<file path="src/rtl/loader_pkg.sv">
// rtl/loader_pkg.sv - shared types and constants for the program loader
package loader_pkg;

    // Loader sequencing states
    typedef enum logic [2:0] {
        S_IDLE = 3'd0,
        S_HI   = 3'd1,
        S_LO   = 3'd2,
        S_CHK  = 3'd3,
        S_DONE = 3'd4,
        S_ERR  = 3'd5
    } state_t;

    // Sticky error codes reported on err_code
    localparam logic [1:0] ERR_NONE  = 2'd0;
    localparam logic [1:0] ERR_FRAME = 2'd1;
    localparam logic [1:0] ERR_CSUM  = 2'd2;

    // IM word layout: {opcode[14:8], literal[7:0]}
    localparam int OP_W   = 7;
    localparam int LIT_W  = 8;
    localparam int OP_MSB = OP_W + LIT_W - 1;

endpackage

</file>
<file path="src/rtl/xor_checksum.sv">
// rtl/xor_checksum.sv - 8-bit XOR accumulator with clear, enable and match
module xor_checksum (
    input  logic       clk,
    input  logic       rst_n,
    input  logic       clr,
    input  logic       en,
    input  logic [7:0] din,
    input  logic [7:0] cmp,
    output logic [7:0] sum,
    output logic       match
);

    // Accumulate bytes; clear wins over a same-cycle enable
    always_ff @(posedge clk or negedge rst_n) begin
        if (!rst_n) begin
            sum <= 8'h00;
        end else if (clr) begin
            sum <= 8'h00;
        end else if (en) begin
            sum <= sum ^ din;
        end
    end

    // Compare the running sum against the byte being offered
    always_comb begin
        match = (sum == cmp);
    end

endmodule

</file>
<file path="src/rtl/program_loader.sv">
// rtl/program_loader.sv - framed byte-stream loader into instruction memory
module program_loader #(
    parameter int ADDR_W = 8,
    parameter int OP_W   = loader_pkg::OP_W,
    parameter int LIT_W  = loader_pkg::LIT_W
) (
    input  logic                  clk,
    input  logic                  rst_n,
    input  logic                  in_valid,
    input  logic [7:0]            in_data,
    output logic                  in_ready,
    input  logic                  start,
    output logic                  im_we,
    output logic [ADDR_W-1:0]     im_waddr,
    output logic [OP_W+LIT_W-1:0] im_wdata,
    output logic                  cpu_run,
    output logic [1:0]            err_code,
    output logic [ADDR_W:0]       word_count
);

    import loader_pkg::*;

    state_t            state;
    state_t            state_nxt;
    logic              hs;
    logic              csum_clr;
    logic              csum_en;
    logic              csum_match;
    logic [7:0]        csum_sum;
    logic [ADDR_W:0]   n_words;
    logic [ADDR_W:0]   hdr_words;
    logic [ADDR_W:0]   wc_inc;
    logic [OP_W-1:0]   opcode;

    // A header of zero stands for a full 2^ADDR_W-word program
    always_comb begin
        hdr_words = (ADDR_W+1)'(in_data);
        if (in_data == 8'h00) begin
            hdr_words = (ADDR_W+1)'(1) << ADDR_W;
        end
        wc_inc = word_count + (ADDR_W+1)'(1);
    end

    // State register
    always_ff @(posedge clk or negedge rst_n) begin
        if (!rst_n) begin
            state <= S_IDLE;
        end else begin
            state <= state_nxt;
        end
    end

    // Next-state logic; start aborts from anywhere and eats any same-cycle byte
    always_comb begin
        state_nxt = state;
        if (start) begin
            state_nxt = S_IDLE;
        end else if (hs) begin
            case (state)
                S_IDLE:  state_nxt = S_HI;
                S_HI:    state_nxt = in_data[7] ? S_ERR : S_LO;
                S_LO:    state_nxt = (wc_inc == n_words) ? S_CHK : S_HI;
                S_CHK:   state_nxt = csum_match ? S_DONE : S_ERR;
                default: state_nxt = state;
            endcase
        end
    end

    // Handshake and checksum controls depend only on registered state
    always_comb begin
        in_ready = (state == S_IDLE) || (state == S_HI) ||
                   (state == S_LO)   || (state == S_CHK);
        hs       = in_valid && in_ready && !start;
        csum_clr = start || (hs && (state == S_IDLE));
        csum_en  = hs && (((state == S_HI) && !in_data[7]) || (state == S_LO));
    end

    // Datapath: header latch, opcode latch, IM write, run/error flags
    always_ff @(posedge clk or negedge rst_n) begin
        if (!rst_n) begin
            n_words    <= '0;
            opcode     <= '0;
            im_we      <= 1'b0;
            im_waddr   <= '0;
            im_wdata   <= '0;
            cpu_run    <= 1'b0;
            err_code   <= ERR_NONE;
            word_count <= '0;
        end else begin
            im_we <= 1'b0;
            if (start) begin
                cpu_run    <= 1'b0;
                err_code   <= ERR_NONE;
                word_count <= '0;
            end else if (hs) begin
                case (state)
                    S_IDLE: begin
                        n_words    <= hdr_words;
                        word_count <= '0;
                    end
                    S_HI: begin
                        if (in_data[7]) begin
                            err_code <= ERR_FRAME;
                        end else begin
                            opcode <= in_data[OP_W-1:0];
                        end
                    end
                    S_LO: begin
                        im_we      <= 1'b1;
                        im_waddr   <= word_count[ADDR_W-1:0];
                        im_wdata   <= {opcode, in_data[LIT_W-1:0]};
                        word_count <= wc_inc;
                    end
                    S_CHK: begin
                        if (csum_match) begin
                            cpu_run <= 1'b1;
                        end else begin
                            err_code <= ERR_CSUM;
                        end
                    end
                    default: ;
                endcase
            end
        end
    end

    xor_checksum u_csum (
        .clk   (clk),
        .rst_n (rst_n),
        .clr   (csum_clr),
        .en    (csum_en),
        .din   (in_data),
        .cmp   (in_data),
        .sum   (csum_sum),
        .match (csum_match)
    );

endmodule

</file>
<file path="config.mk">
export PLATFORM = sky130hd
export DESIGN_NAME = program_loader
export DESIGN_NICKNAME = d
export VERILOG_FILES = /design/src/rtl/loader_pkg.sv /design/src/rtl/xor_checksum.sv /design/src/rtl/program_loader.sv
export SDC_FILE = /design/constraint.sdc
export NUM_CORES = 1
export LEC_CHECK = 0
export BUFFER_PORTS_ARGS = -buffer_cell sky130_fd_sc_hd__buf_2
export CAP_MARGIN = 0
export CORE_UTILIZATION = 44
export CTS_CLUSTER_SIZE = 16
export DETAILED_ROUTE_END_ITERATION = 7
export HOLD_SLACK_MARGIN = 0.1
export PLACE_DENSITY_LB_ADDON = 0.1
export RECOVER_POWER = 100
export SYNTH_ARGS = -nofsm -noshare
export SYNTH_HDL_FRONTEND = slang
export SYNTH_SLANG_ARGS = --single-unit
</file>
<file path="constraint.sdc">
create_clock -name clk -period 5.1 [get_ports clk]
set_input_delay 0.51 -clock clk [delete_from_list [all_inputs] [get_ports clk]]
set_output_delay 0.51 -clock clk [all_outputs]
set_load 0.02 [all_outputs]
</file>
; ---- After elaboration in Yosys (flattened, before gate mapping)
; Cells that the tools add are included.
; W data, S select, Z words.
[word_totals]
mem_bits_rw = 0
regBits = 63
memories = 0
latch_bits = 0
romBits = 0
[op_classes]
addsub = 1
shift = 0
eq_ne = 7
div = 0
mux = 24
bitwise_logic = 3
reduce_logical = 28
multipliers = 0
n_lt_le_gt_ge = 0
[ops]
columns = operator, count
row1 = $mux W9, 3
row2 = $pmux W9 S2, 1
row3 = $mux W8, 2
row4 = $pmux W3 S4, 1
row5 = $mux W2, 5
row6 = $add A9 B1 Y9 const B, 1
row7 = $eq A9 B9 Y1, 1
row8 = $mux W3, 3
row9 = $reduce_and A3 Y1, 3
row10 = $eq A8 B8 Y1, 1
row11 = $logic_not A8 Y1, 1
row12 = $mux W1, 8
row13 = $reduce_and A4 Y1, 2
row14 = $reduce_bool A2 Y1, 4
row15 = $xor A8 B8 Y8, 1
row16 = $eq A3 B2 Y1 const B, 2
row17 = $ne A3 B3 Y1 const B, 2
row18 = $reduce_bool A3 Y1, 2
row19 = $logic_and A1 B1 Y1, 5
row20 = $logic_or A1 B1 Y1, 5
row21 = $reduce_bool A5 Y1, 1
row22 = $pmux W2 S2, 1
row23 = $reduce_and A2 Y1, 2
row24 = $eq A3 B1 Y1 const B, 1
row25 = 3 further kinds, 5

; ---- Longest topological paths before layout
[depth]
word_depth = 9
mapped_depth = 7
depth_no_buf = 6

; ---- By module
; Synthesis repeated with hierarchy kept, for this count alone.
[hier_totals]
hier_cells = 298
hier_area_um2 = 2921.6
[by_module_without_submodules]
columns = mod, seq_area_each_um2, area_each_um2, instances, cells_per_inst
row1 = program_loader, 1376.3, 2496.1, 1, 253
row2 = xor_checksum, 200.2, 425.4, 1, 45

; ---- Worst setup path before layout
; Ideal clock, no wire load.
[synth_path]
path_kind = register to register
startpoint = reg word_count[0]
endpoint = reg state[1]
path_slack_ps = 3216
required_time_ps = 5023
n_path_buf = 1
synth_period_minus_slack_ps = 1884
arrival_ps = 1807
stages_incl_launch_ff = 8
path_cell_list = dfrtp_1 > ha_1 > clkbuf_1 > and2_1 > nor2b_1 > o311ai_0 > a221o_1 > a21oi_1
[synth_between]
elab_chain_len = 6
[synth_lines]
columns = element, line_no
row1 = "start, declared", program_loader.sv:18  ; output logic [ADDR_W:0] word_count
row2 = "start signal, assigned", program_loader.sv:112  ; word_count <= wc_inc;
row3 = $add A9 B1 Y9, program_loader.sv:41  ; wc_inc = word_count + (ADDR_W+1)'(1);
row4 = $eq A9 B9 Y1, program_loader.sv:62  ; S_LO: state_nxt = (wc_inc == n_words) ? S_CHK : S_HI;
row5 = $mux W2, program_loader.sv:62
row6 = $pmux W3 S4, program_loader.sv:59  ; case (state)
row7 = $mux W3, program_loader.sv:58  ; end else if (hs) begin
row8 = $mux W3, program_loader.sv:56  ; if (start) begin
row9 = "end signal, assigned", program_loader.sv:49  ; state <= state_nxt;
row10 = "end, declared", program_loader.sv:23  ; state_t state;
; No other way between the ends. The select of a mux whose other input is x is not followed.
; A chain may end at the register's enable or synchronous reset.

; ---- Worst setup path after layout
[layout_path]
startpoint = reg state[2]
endpoint = reg word_count[5]
[layout_between]
elab_chain_len = 8
[layout_lines]
columns = element, line_no
row1 = $eq A3 B1 Y1 / $logic_not A3 Y1 (equally long branches), "program_loader.sv:71, program_loader.sv:96"
row2 = $logic_or A1 B1 Y1 (2 in a row), program_loader.sv:71  ; in_ready = (state == S_IDLE) || (state == S_HI) ||
row3 = $logic_or A1 B1 Y1, program_loader.sv:72  ; (state == S_LO) || (state == S_CHK);
row4 = $logic_and A1 B1 Y1 (2 in a row), program_loader.sv:73  ; hs = in_valid && in_ready && !start;
row5 = $reduce_bool A2 Y1 (no source line), --
row6 = $reduce_and A2 Y1 (no source line), --
; Several ways; a longest one is shown, not always the timed one. The select of a mux whose other input is x is not followed.

==> impl_metrics.ini <==
[detailed_routing]
drt_drc_violations_left = 8
vias_per_cell = 5.37
drt_first_iter_violations = 137
antenna_viol_nets_final = 0
routed_wire_length_per_instance_um = 15.0
count_of_tritonroute_iterations_in_the_first_routing_pass = 8
detail_route.wirelength_um = 6470
dr_total_vias = 2311

[clocking]
cts.root.buffer_cell = clkbuf_8
clk_path_buf_depth = 2
cts-hold-fix-buffers = 0
worst_setup_hold_path_clk_slew_ns = 0.08
cts.sink_count = 63
clock_latency_reported_for_the_late_side_of_the_worst_skew_pair_ns = 0.34
post_cts_repair_timing_setup_buffer_count = 0
clock_tree.htree_level_count = 3
cts-resized-gates = 0
cts_inserted_buffers = 9
tritoncts = done

[setup_path]
timing.reg2reg.setup_slack_ns = 1.93
crit_fanout = 35
critical_path_arrival_ns = 3.41
crit_path_start_kind = flip-flop
timing.critical_path.required_ns = 5.33
critical_path_class = reg -> reg
crit_path_end_kind = flip-flop
ff2ff_path_depth = 6
regToRegStartpoint = state[2]
reg2reg_to = word_count[5]

[synth]
synth_common_cells = nand2_1, dfrtp_1, o21ai_0
synthDominantAreaCellType = dfrtp_1
synth_seq_cells = 63
syn-num-nets = 315
post_synth_num_cell_types = 45
synthTopCellsByArea = dfrtp_1, nand2_1, mux2_2
syn-mean-instance-area_um2 = 9.91
synthMostInstantiatedCell = nand2_1
yosys_warnings = 0
synth.top_cell.area_share = 0.527
seq_area_frac_synth = 0.527
postSynth.asyncResetShare = 1.00
synth_edf_count = 0
postSynth.topFlopCell = dfrtp_1
syn-cell-area_um2 = 2990
netlist_instances = 302

[die]
std_cell_rows = 29
design.die.area_um2 = 7140
die-height_um = 84.5
num_io_pins = 49
floorplan.die.width_um = 84.5
start_util = 0.463
core_area_um2 = 6460

[layout]
drive_above_1_share = 0.130
final_std_cells_w_o_fill = 430
layout.nets = 361
multi_input_area_um2 = 1320
n_fill_cell = 638
insertedDiodeCount = 0
areaGrowthSynthToFinish_pct = 13.9
layout.area.seq_um2 = 1580

[pwr]
sw_frac_of_total = 0.279
power_frac_comb = 0.132
power.net_switching_w = 0.000332
internal_power_w = 0.000858
power_leakage_nw = 1.66
p_seq_frac = 0.493
share_clk_of_total_power = 0.375
worst_ir_drop_vdd_uv = 215
power_density_nw_per_um2 = 349

[global_routing]
grt_pass1_wl_um = 11000
grt_util_all_layers = 0.201
antenna_violations_before_repair = 0
number_of_global_route_vias_before_repair = 2206
grt_max_degree = 64
grt_overflow_total = 0

[timing]
timing.fmax_mhz = 315
timing.setup.tns_ns = 0
fraction_of_the_cycle_the_final_worst_path_needs = 0.622
slew_viol_final = 0
max_slew_margin = 0.238
rsz0062_at_grt = no
worstMarginPinSlew_ns = 1.14
finalSetupViolations = 0
finalHoldViolations = 0
final.min_clock_period_ns = 3.17
fin_skew_ns = 0.00833

[run_status]
violations = DRC
result_of_the_run = finished with violations

[placed_design]
gp_weighted_congestion = 0.804
hpwl_um = 4230
place.port_buffers = 48
dp.cells = 414

[run]
timing.max_cap.violations = 0

[hold_path]
min-delay-path-class = in -> async
-- registers in the layout (all words and copies together) (netlist names) --
register,count
cpu_run,1
err_code,2
im_waddr,8
im_wdata,15
im_we,1
n_words,9
opcode,7
state,3
u_csum.sum,8
word_count,9
-- per-layer routing --
metal	GRT usage	part of all wire
met1	0.266	0.48
met2	0.319	0.46
met3	0.0570	0.055
met4	0.0678	0.013
met5	0	0
-- kinds of logic after synthesis --
family | Yosys count | share of synthesized area
DFF | 63 | 0.527
and+or+nand+nor | 130 | 0.206
muxes | 16 | 0.0598
xor gates and xnor gates | 19 | 0.0556
AOI/OAI and AO/OA | 55 | 0.121
adders and majority gates | 1 | 0.00418
buffers and inverters | 18 | 0.0272
-- metrics by stage --
step | hold slack [ns] | area, um^2 | worst slack, ns | util | total power [W]
2_1_floorplan | 0.214 | 2990 | 3.22 | - | 0.000700
3_3_place_gp | 0.446 | 3270 | 2.73 | 0.506 | 0.000755
3_5_place_dp | 0.450 | 3270 | 2.63 | 0.506 | 0.000761
4_1_cts | 0.349 | 3480 | 2.83 | 0.538 | 0.00122
5_1_grt | 0.409 | 3410 | 1.60 | 0.528 | 0.00125
6_report | 0.325 | 3410 | 1.93 | 0.528 | 0.00119
-- power by group through the flow --
| stage | Clock, W | Combinational, W | Sequential, W |
|---|---|---|---|
| after global routing | 0.000478 | 0.000176 | 0.000594 |
| final | 0.000446 | 0.000157 | 0.000586 |
| after floorplan | 0 | 0.0000900 | 0.000610 |
| after global placement | 0 | 0.000162 | 0.000593 |
| after detailed placement | 0 | 0.000166 | 0.000595 |
| after CTS | 0.000462 | 0.000167 | 0.000586 |
-- layout by cell type (no fill, tap or decap), types with 10 or more instances in the layout --
master	n
dfrtp_1	63
mux2_2	15
clkbuf_8	10
clkbuf_1	37
nand2_1	78
o21ai_0	23
xor2_1	12
buf_2	11
nor2_1	14
-- how the worst max path moves through the flow --
stage,from,to,slack (ns),cells past startpoint
after floorplan,word_count[0],state[1],3.22,7
after global placement,start,word_count[5],2.73,7
after detailed placement,start,word_count[5],2.63,7
after CTS,state[2],word_count[5],2.83,6
after global routing,state[2],word_count[5],1.60,6
final,state[2],word_count[5],1.93,6
-- layout make-up --
cell class | instances | area share
clock inverter | 6 | 0.0198
inverter | 4 | 0.00440
clock buffer | 10 | 0.0404
tap | 77 | 0.0283
timing repair buffer | 49 | 0.0591
multi-input combinational | 221 | 0.386
sequential | 63 | 0.462
-- critical path: stages, from the launching register on --
cell	delay [ns]
dfrtp_1	0.43
nor3b_1	0.48
nand2_1	0.79
inv_1	0.96
and2_1	0.22
o21ai_0	0.07
o31ai_1	0.09
Power figures use the tool's default switching activity.
